`config.mk`:
```
export PLATFORM = sky130hd
export DESIGN_NAME = alu_arbiter_flat
export DESIGN_NICKNAME = d
export VERILOG_FILES = /design/src/rtl/alu_arbiter_if.sv /design/src/rtl/alu_arbiter.sv /design/src/flat_wrapper.sv
export SDC_FILE = /design/constraint.sdc
export NUM_CORES = 1
export LEC_CHECK = 0
export CORE_MARGIN = 8
export CORE_UTILIZATION = 38
export DETAILED_ROUTE_END_ITERATION = 12
export HOLD_SLACK_MARGIN = 0.06
export PLACE_DENSITY = 0.82
export SETUP_SLACK_MARGIN = 0.15
export SLEW_MARGIN = 20
export SYNTH_ARGS = -nofsm -noshare
export SYNTH_HDL_FRONTEND = slang
export SYNTH_SLANG_ARGS = --single-unit
```
`constraint.sdc`:
```
create_clock -name clk -period 4.49 [get_ports clk]
set_clock_uncertainty 0.05 [all_clocks]
set_input_delay 0.449 -clock clk [delete_from_list [all_inputs] [get_ports clk]]
set_output_delay 0.449 -clock clk [all_outputs]
set_load 0.05 [all_outputs]
```
`src/rtl/alu_arbiter_if.sv`:
```
// alu_arbiter_if: requester-side handshake and result bus of the shared ALU arbiter
interface alu_arbiter_if #(parameter int WIDTH = 32);
  logic req0, req1;
  logic [1:0] op0, op1;
  logic [WIDTH-1:0] a0, b0, a1, b1;
  logic gnt0, gnt1, done0, done1;
  logic [WIDTH-1:0] result;
  logic z, n, busy;
  modport slave (
    input  req0, req1, op0, op1, a0, b0, a1, b1,
    output gnt0, gnt1, done0, done1, result, z, n, busy
  );
  modport master (
    output req0, req1, op0, op1, a0, b0, a1, b1,
    input  gnt0, gnt1, done0, done1, result, z, n, busy
  );
endinterface

```
`src/rtl/alu_arbiter.sv`:
```
// alu_arbiter: round-robin sharing of one combinational ALU between two requesters
module alu_arbiter #(
  parameter int WIDTH = 32,
  parameter int SETTLE_CYCLES = 1
) (
  input  logic             clk,
  input  logic             rst,
  alu_arbiter_if.slave     bus,
  output logic [WIDTH-1:0] alu_a,
  output logic [WIDTH-1:0] alu_b,
  output logic             alu_add,
  output logic             alu_inc,
  output logic             alu_neg,
  output logic             alu_sub,
  input  logic [WIDTH-1:0] alu_out,
  input  logic             alu_z,
  input  logic             alu_n
);
  localparam logic [3:0] SETTLE = SETTLE_CYCLES < 1 ? 4'd1 : 4'(SETTLE_CYCLES);
  typedef enum logic [1:0] {IDLE, EXEC, DONE} state_t;
  state_t state, state_nx;
  logic sel, pri, win, any;
  logic [1:0] op;
  logic [3:0] cnt;
  assign any = bus.req0 | bus.req1;
  // pri names the favoured port; it only matters when both request
  assign win = (bus.req0 & bus.req1) ? pri : bus.req1;
  assign bus.busy = state != IDLE;
  assign alu_add = state == EXEC && op == 2'd0;
  assign alu_inc = state == EXEC && op == 2'd1;
  assign alu_neg = state == EXEC && op == 2'd2;
  assign alu_sub = state == EXEC && op == 2'd3;
  always_comb begin
    state_nx = state;
    state_nx = state == IDLE ? (any ? EXEC : IDLE) :
               state == EXEC ? (cnt <= 4'd1 ? DONE : EXEC) : IDLE;
  end
  always_ff @(posedge clk or posedge rst) begin
    if (rst) begin
      state <= IDLE;
      sel <= 1'b0;
      pri <= 1'b0;
      op <= 2'd0;
      cnt <= 4'd0;
      alu_a <= '0;
      alu_b <= '0;
      bus.gnt0 <= 1'b0;
      bus.gnt1 <= 1'b0;
      bus.done0 <= 1'b0;
      bus.done1 <= 1'b0;
      bus.result <= '0;
      bus.z <= 1'b0;
      bus.n <= 1'b0;
    end else begin
      state <= state_nx;
      bus.gnt0 <= 1'b0;
      bus.gnt1 <= 1'b0;
      bus.done0 <= 1'b0;
      bus.done1 <= 1'b0;
      if (state == IDLE && any) begin
        sel <= win;
        op <= win ? bus.op1 : bus.op0;
        alu_a <= win ? bus.a1 : bus.a0;
        alu_b <= win ? bus.b1 : bus.b0;
        bus.gnt0 <= ~win;
        bus.gnt1 <= win;
        cnt <= SETTLE;
      end
      if (state == EXEC) begin
        cnt <= cnt - 4'd1;
        if (cnt <= 4'd1) begin
          bus.result <= alu_out;
          bus.z <= alu_z;
          bus.n <= alu_n;
          bus.done0 <= ~sel;
          bus.done1 <= sel;
        end
      end
      if (state == DONE) pri <= ~sel;
    end
  end
endmodule
```
`src/flat_wrapper.sv`:
```
// flat-port wrapper written by rule: the top's interface ports become plain ports
module alu_arbiter_flat 
#(
  parameter int WIDTH = 32,
  parameter int SETTLE_CYCLES = 1
)
  (clk, rst, alu_a, alu_b, alu_add, alu_inc, alu_neg, alu_sub, alu_out, alu_z, alu_n, bus_req0, bus_req1, bus_op0, bus_op1, bus_a0, bus_b0, bus_a1, bus_b1, bus_gnt0, bus_gnt1, bus_done0, bus_done1, bus_result, bus_z, bus_n, bus_busy);
  alu_arbiter_if #(.WIDTH(WIDTH)) bus_i ();
  input  logic clk;
  input  logic rst;
  output logic [WIDTH-1:0] alu_a;
  output logic [WIDTH-1:0] alu_b;
  output logic alu_add;
  output logic alu_inc;
  output logic alu_neg;
  output logic alu_sub;
  input  logic [WIDTH-1:0] alu_out;
  input  logic alu_z;
  input  logic alu_n;
  input wire logic [$bits(bus_i.req0)-1:0] bus_req0;
  input wire logic [$bits(bus_i.req1)-1:0] bus_req1;
  input wire logic [$bits(bus_i.op0)-1:0] bus_op0;
  input wire logic [$bits(bus_i.op1)-1:0] bus_op1;
  input wire logic [$bits(bus_i.a0)-1:0] bus_a0;
  input wire logic [$bits(bus_i.b0)-1:0] bus_b0;
  input wire logic [$bits(bus_i.a1)-1:0] bus_a1;
  input wire logic [$bits(bus_i.b1)-1:0] bus_b1;
  output wire logic [$bits(bus_i.gnt0)-1:0] bus_gnt0;
  output wire logic [$bits(bus_i.gnt1)-1:0] bus_gnt1;
  output wire logic [$bits(bus_i.done0)-1:0] bus_done0;
  output wire logic [$bits(bus_i.done1)-1:0] bus_done1;
  output wire logic [$bits(bus_i.result)-1:0] bus_result;
  output wire logic [$bits(bus_i.z)-1:0] bus_z;
  output wire logic [$bits(bus_i.n)-1:0] bus_n;
  output wire logic [$bits(bus_i.busy)-1:0] bus_busy;
  assign bus_i.req0 = bus_req0;
  assign bus_i.req1 = bus_req1;
  assign bus_i.op0 = bus_op0;
  assign bus_i.op1 = bus_op1;
  assign bus_i.a0 = bus_a0;
  assign bus_i.b0 = bus_b0;
  assign bus_i.a1 = bus_a1;
  assign bus_i.b1 = bus_b1;
  assign bus_gnt0 = bus_i.gnt0;
  assign bus_gnt1 = bus_i.gnt1;
  assign bus_done0 = bus_i.done0;
  assign bus_done1 = bus_i.done1;
  assign bus_result = bus_i.result;
  assign bus_z = bus_i.z;
  assign bus_n = bus_i.n;
  assign bus_busy = bus_i.busy;
  alu_arbiter #(.WIDTH(WIDTH), .SETTLE_CYCLES(SETTLE_CYCLES)) u_core (.clk(clk), .rst(rst), .bus(bus_i), .alu_a(alu_a), .alu_b(alu_b), .alu_add(alu_add), .alu_inc(alu_inc), .alu_neg(alu_neg), .alu_sub(alu_sub), .alu_out(alu_out), .alu_z(alu_z), .alu_n(alu_n));
endmodule
```
==> metrics.md <==
| Metric | Value |
|---|---|
| Final Instance Area | 7970 µm² |
| Sequential area share after synthesis | 0.587 |
| Global-route wire length before repair | around 26000 µm |
| Startpoint Class | flop |
| Area added between synthesis and finish | 67.0% |
| Status | finished, final reports clean |
| Post-route setup slack | 1.80 ns |
| Yosys warns | 0 |
| Port bufs | ~280 |
| Layout cells sized above 1 | 0.0955 |
| Hold Crit Class | flop to flop |
| ANT cells | 0 |
| GR Overflow Total | 0 |
| Top sig layer | met4 |
| Largest net degree at the start of global routing | 86 |
| Mean Syn Cell Area | approximately 13 µm² |
| Fin. Hold Viols | 0 |
| Peak VDD IR | ~0.38 mV |
| Clock Sinks | around 110 |
| Final HPWL DP | approximately 13000 µm |
| Leakage power | 3.27 nW |
| Worst-Skew Late Latency | 0.34 ns |
| IO Pins | about 280 |
| Nets | between 700 and 800 |
| RSZ-0062 raised after global routing | false |
| Max-Cap Viols | 0 |
| Die Area | roughly 16000 µm² |
| Setup tns final | 0 ns |
| DR WL/cell | 21.3 µm |
| Pwr Total | slightly below 7 mW |
| Crit path time final | ~2.7 ns |
| Slew Limit Headroom | 0.466 |
| Clk slew on worst S/H paths | approximately 0.080 ns |
| Setup-failing EPs final | 0 |
| Pre-CTS WS | 1.89 ns |
| Met2 routed WL | 8510 µm |
| Core footprint | about 12000 µm² |
| Post-Synthesis Cells | 354 |
| Maximum clock path buffer count | 2 |
| Fmax | between 300 and 400 MHz |
| 1st-iter DRT viols | a little over 300 |
| Vias/cell | 5.24 |
| WL met1 | just over 6000 µm |
| Cts repair resizes | 0 |
| Worst-Margin Slew | 0.801 ns |
| Tot GR Track Use | 0.201 |
| DP Area | 7640 µm² |
| P per Cell Area | around 860 nW/µm² |
| Detailed Route WL | around 17000 µm |
| WL met3 | ~1700 µm |
| Worst EP required | approximately 4 ns |
| Worst setup EP type | output port |
| Crit path DAT | roughly 2.2 ns |
| Die Width | roughly 130 µm |
| Number of setup buffers added after CTS | 0 |
| Die H | about 130 µm |
| Max Slew Vio Count | 0 |
| Root Driver | clkbuf_16 |
| Vias in the first global route | approximately 4700 |
| Routability cong. | between 0.7 and 0.8 |
| Row Count | 41 |
| Final worst path period share | 0.599 |
| Synthesized area | roughly 4800 µm² |
| Util after Layout | 0.639 |
| Netlist cell types | 32 |
| Initial antenna violation count | 0 |
| CP Class | flop to output port |
| FILL cells | 943 |
| First-pass DRT Iterations | 4 |
| TritonCTS clock tree | done |
| Syn nets | around 530 |
| Critical-path maximum fanout | 9 |
| Detail Route Antenna Nets | 0 |
| Initial Utilization | 0.383 |
| Hold-fix buffers, CTS | 0 |
| Vias post-DR | ~4100 |
| Residual DRC | 0 |
| TritonCTS Buffers | 9 |
| Synth Register Bits | between 100 and 150 |
| CTS H-tree lvls | 3 |
==> flip-flops by register name (all words and copies together), names as in the netlist, 2 cells and up <==
| register | cells |
|---|---|
| u_core.op | 2 |
| u_core.alu_b | 32 |
| u_core.bus.result | 32 |
| u_core.alu_a | 32 |
| u_core.cnt | 4 |
| u_core.state | 2 |
==> synth_stat cells <==
| master | count | share of area |
|---|---|---|
| a21o_1 | 1 | 0.0016 |
| a21oi_1 | 1 | 0.0010 |
| a221o_1 | 66 | 0.14 |
| a311o_1 | 1 | 0.0021 |
| and2_1 | 1 | 0.0013 |
| and2b_1 | 1 | 0.0016 |
| and3_1 | 4 | 0.0052 |
| buf_1 | 1 | 0.00079 |
| buf_2 | 8 | 0.0084 |
| buf_6 | 4 | 0.0094 |
| clkbuf_1 | 21 | 0.017 |
| clkinv_1 | 1 | 0.00079 |
| dfrtp_1 | 112 | 0.59 |
| ha_1 | 2 | 0.0052 |
| inv_1 | 3 | 0.0024 |
| mux2_1 | 3 | 0.0071 |
| mux2_2 | 31 | 0.073 |
| nand2_1 | 4 | 0.0031 |
| nand2b_1 | 2 | 0.0026 |
| nand3b_1 | 1 | 0.0016 |
| nor2_1 | 6 | 0.0047 |
| nor2b_1 | 1 | 0.0013 |
| nor3_1 | 3 | 0.0031 |
| nor3b_1 | 1 | 0.0016 |
| nor4_4 | 1 | 0.0045 |
| o211a_1 | 1 | 0.0021 |
| o21a_1 | 66 | 0.10 |
| o21ai_0 | 3 | 0.0031 |
| o22ai_1 | 1 | 0.0013 |
| or2b_1 | 1 | 0.0016 |
| or3_1 | 1 | 0.0013 |
| xor2_1 | 1 | 0.0018 |
==> area by class of cell <==
class | count | area, µm² | share of cell area
Timing Repair Buffer | 282 | 2810 | 0.352
Sequential cell | 112 | 2800 | 0.352
Multi-Input combinational cell | 204 | 1800 | 0.225
Clock buffer | 9 | 225 | 0.0283
Tap cell | 172 | 215 | 0.0270
Clock inverter | 7 | 103 | 0.0129
Inverter | 4 | 20.0 | 0.00251
==> per-stage QoR <==
step | cells | hold slack, ns
final | 790 | 0.439
after CTS | 790 | 0.440
after floorplan | 354 | 0.383
after global routing | 790 | 0.465
after detailed placement | 774 | 0.427
after global placement | 774 | 0.418
==> cell usage in the layout, fill, tap and decap left out, types with 2 or more instances in the layout <==
| cell type | netlist | routed |
|---|---|---|
| buf_4 | 0 | 6 |
| and3_2 | 0 | 2 |
| inv_6 | 0 | 2 |
| mux2_1 | 3 | 3 |
| and3_1 | 4 | 2 |
| clkinv_4 | 0 | 2 |
| mux2_2 | 31 | 31 |
| a221o_1 | 66 | 66 |
| nor2_1 | 6 | 5 |
| nand2_1 | 4 | 4 |
| nand2b_1 | 2 | 2 |
| clkbuf_16 | 0 | 9 |
| dfrtp_1 | 112 | 112 |
| bufinv_16 | 0 | 2 |
| o21a_1 | 66 | 66 |
| nor3_1 | 3 | 3 |
| clkdlybuf4s50_1 | 0 | 276 |
| inv_1 | 3 | 2 |
| o21ai_0 | 3 | 3 |
| ha_1 | 2 | 2 |
==> routing by layer <==
metal / GRT usage / vias up
li1: - / 1890
met4: 0.0818 / 0
met5: 0 / -
met3: 0.0819 / 34
met1: 0.211 / 1994
met2: 0.351 / 221
==> path summary, 6_finish.rpt <==
check | start | end | slack, ns | depth (start not counted)
min | u_core.bus.result[0] | u_core.bus.result[0] | 0.44 | 1
max | u_core.state[1] | alu_neg | 1.80 | 3
min reg2reg | u_core.bus.result[0] | u_core.bus.result[0] | 0.44 | 1
max reg2reg | u_core.state[1] | u_core.bus.result[12] | 2.14 | 4
min in group asynchronous | rst | u_core.bus.result[23] | 0.59 | 2
max in group asynchronous | rst | u_core.alu_b[17] | 2.95 | 3
==> cell families after synthesis <==
group                    share of synthesized area
adder cells (fa/ha/maj)                    0.00524
buffers and inverters                       0.0383
AO/OA/AOI/OAI                                0.254
multiplexers                                0.0802
flip-flops                                   0.587
AND/OR/NAND/NOR                             0.0336
XOR/XNOR                                   0.00184
==> where the power goes <==
part	switching, mW	internal (mW)	total [mW]
Sequential	0.296	1.50	1.80
Clock	0.384	0.497	0.880
Combinational	2.55	1.59	4.15
Total	3.23	3.60	6.83
==> worst max-delay path, cell delays in order (launching register included) <==
cell             delay (ns)
dfrtp_1                0.40
nand2b_1               0.31
nor3b_1                0.26
clkdlybuf4s50_1        0.86
(Power assumes the default switching activity.)
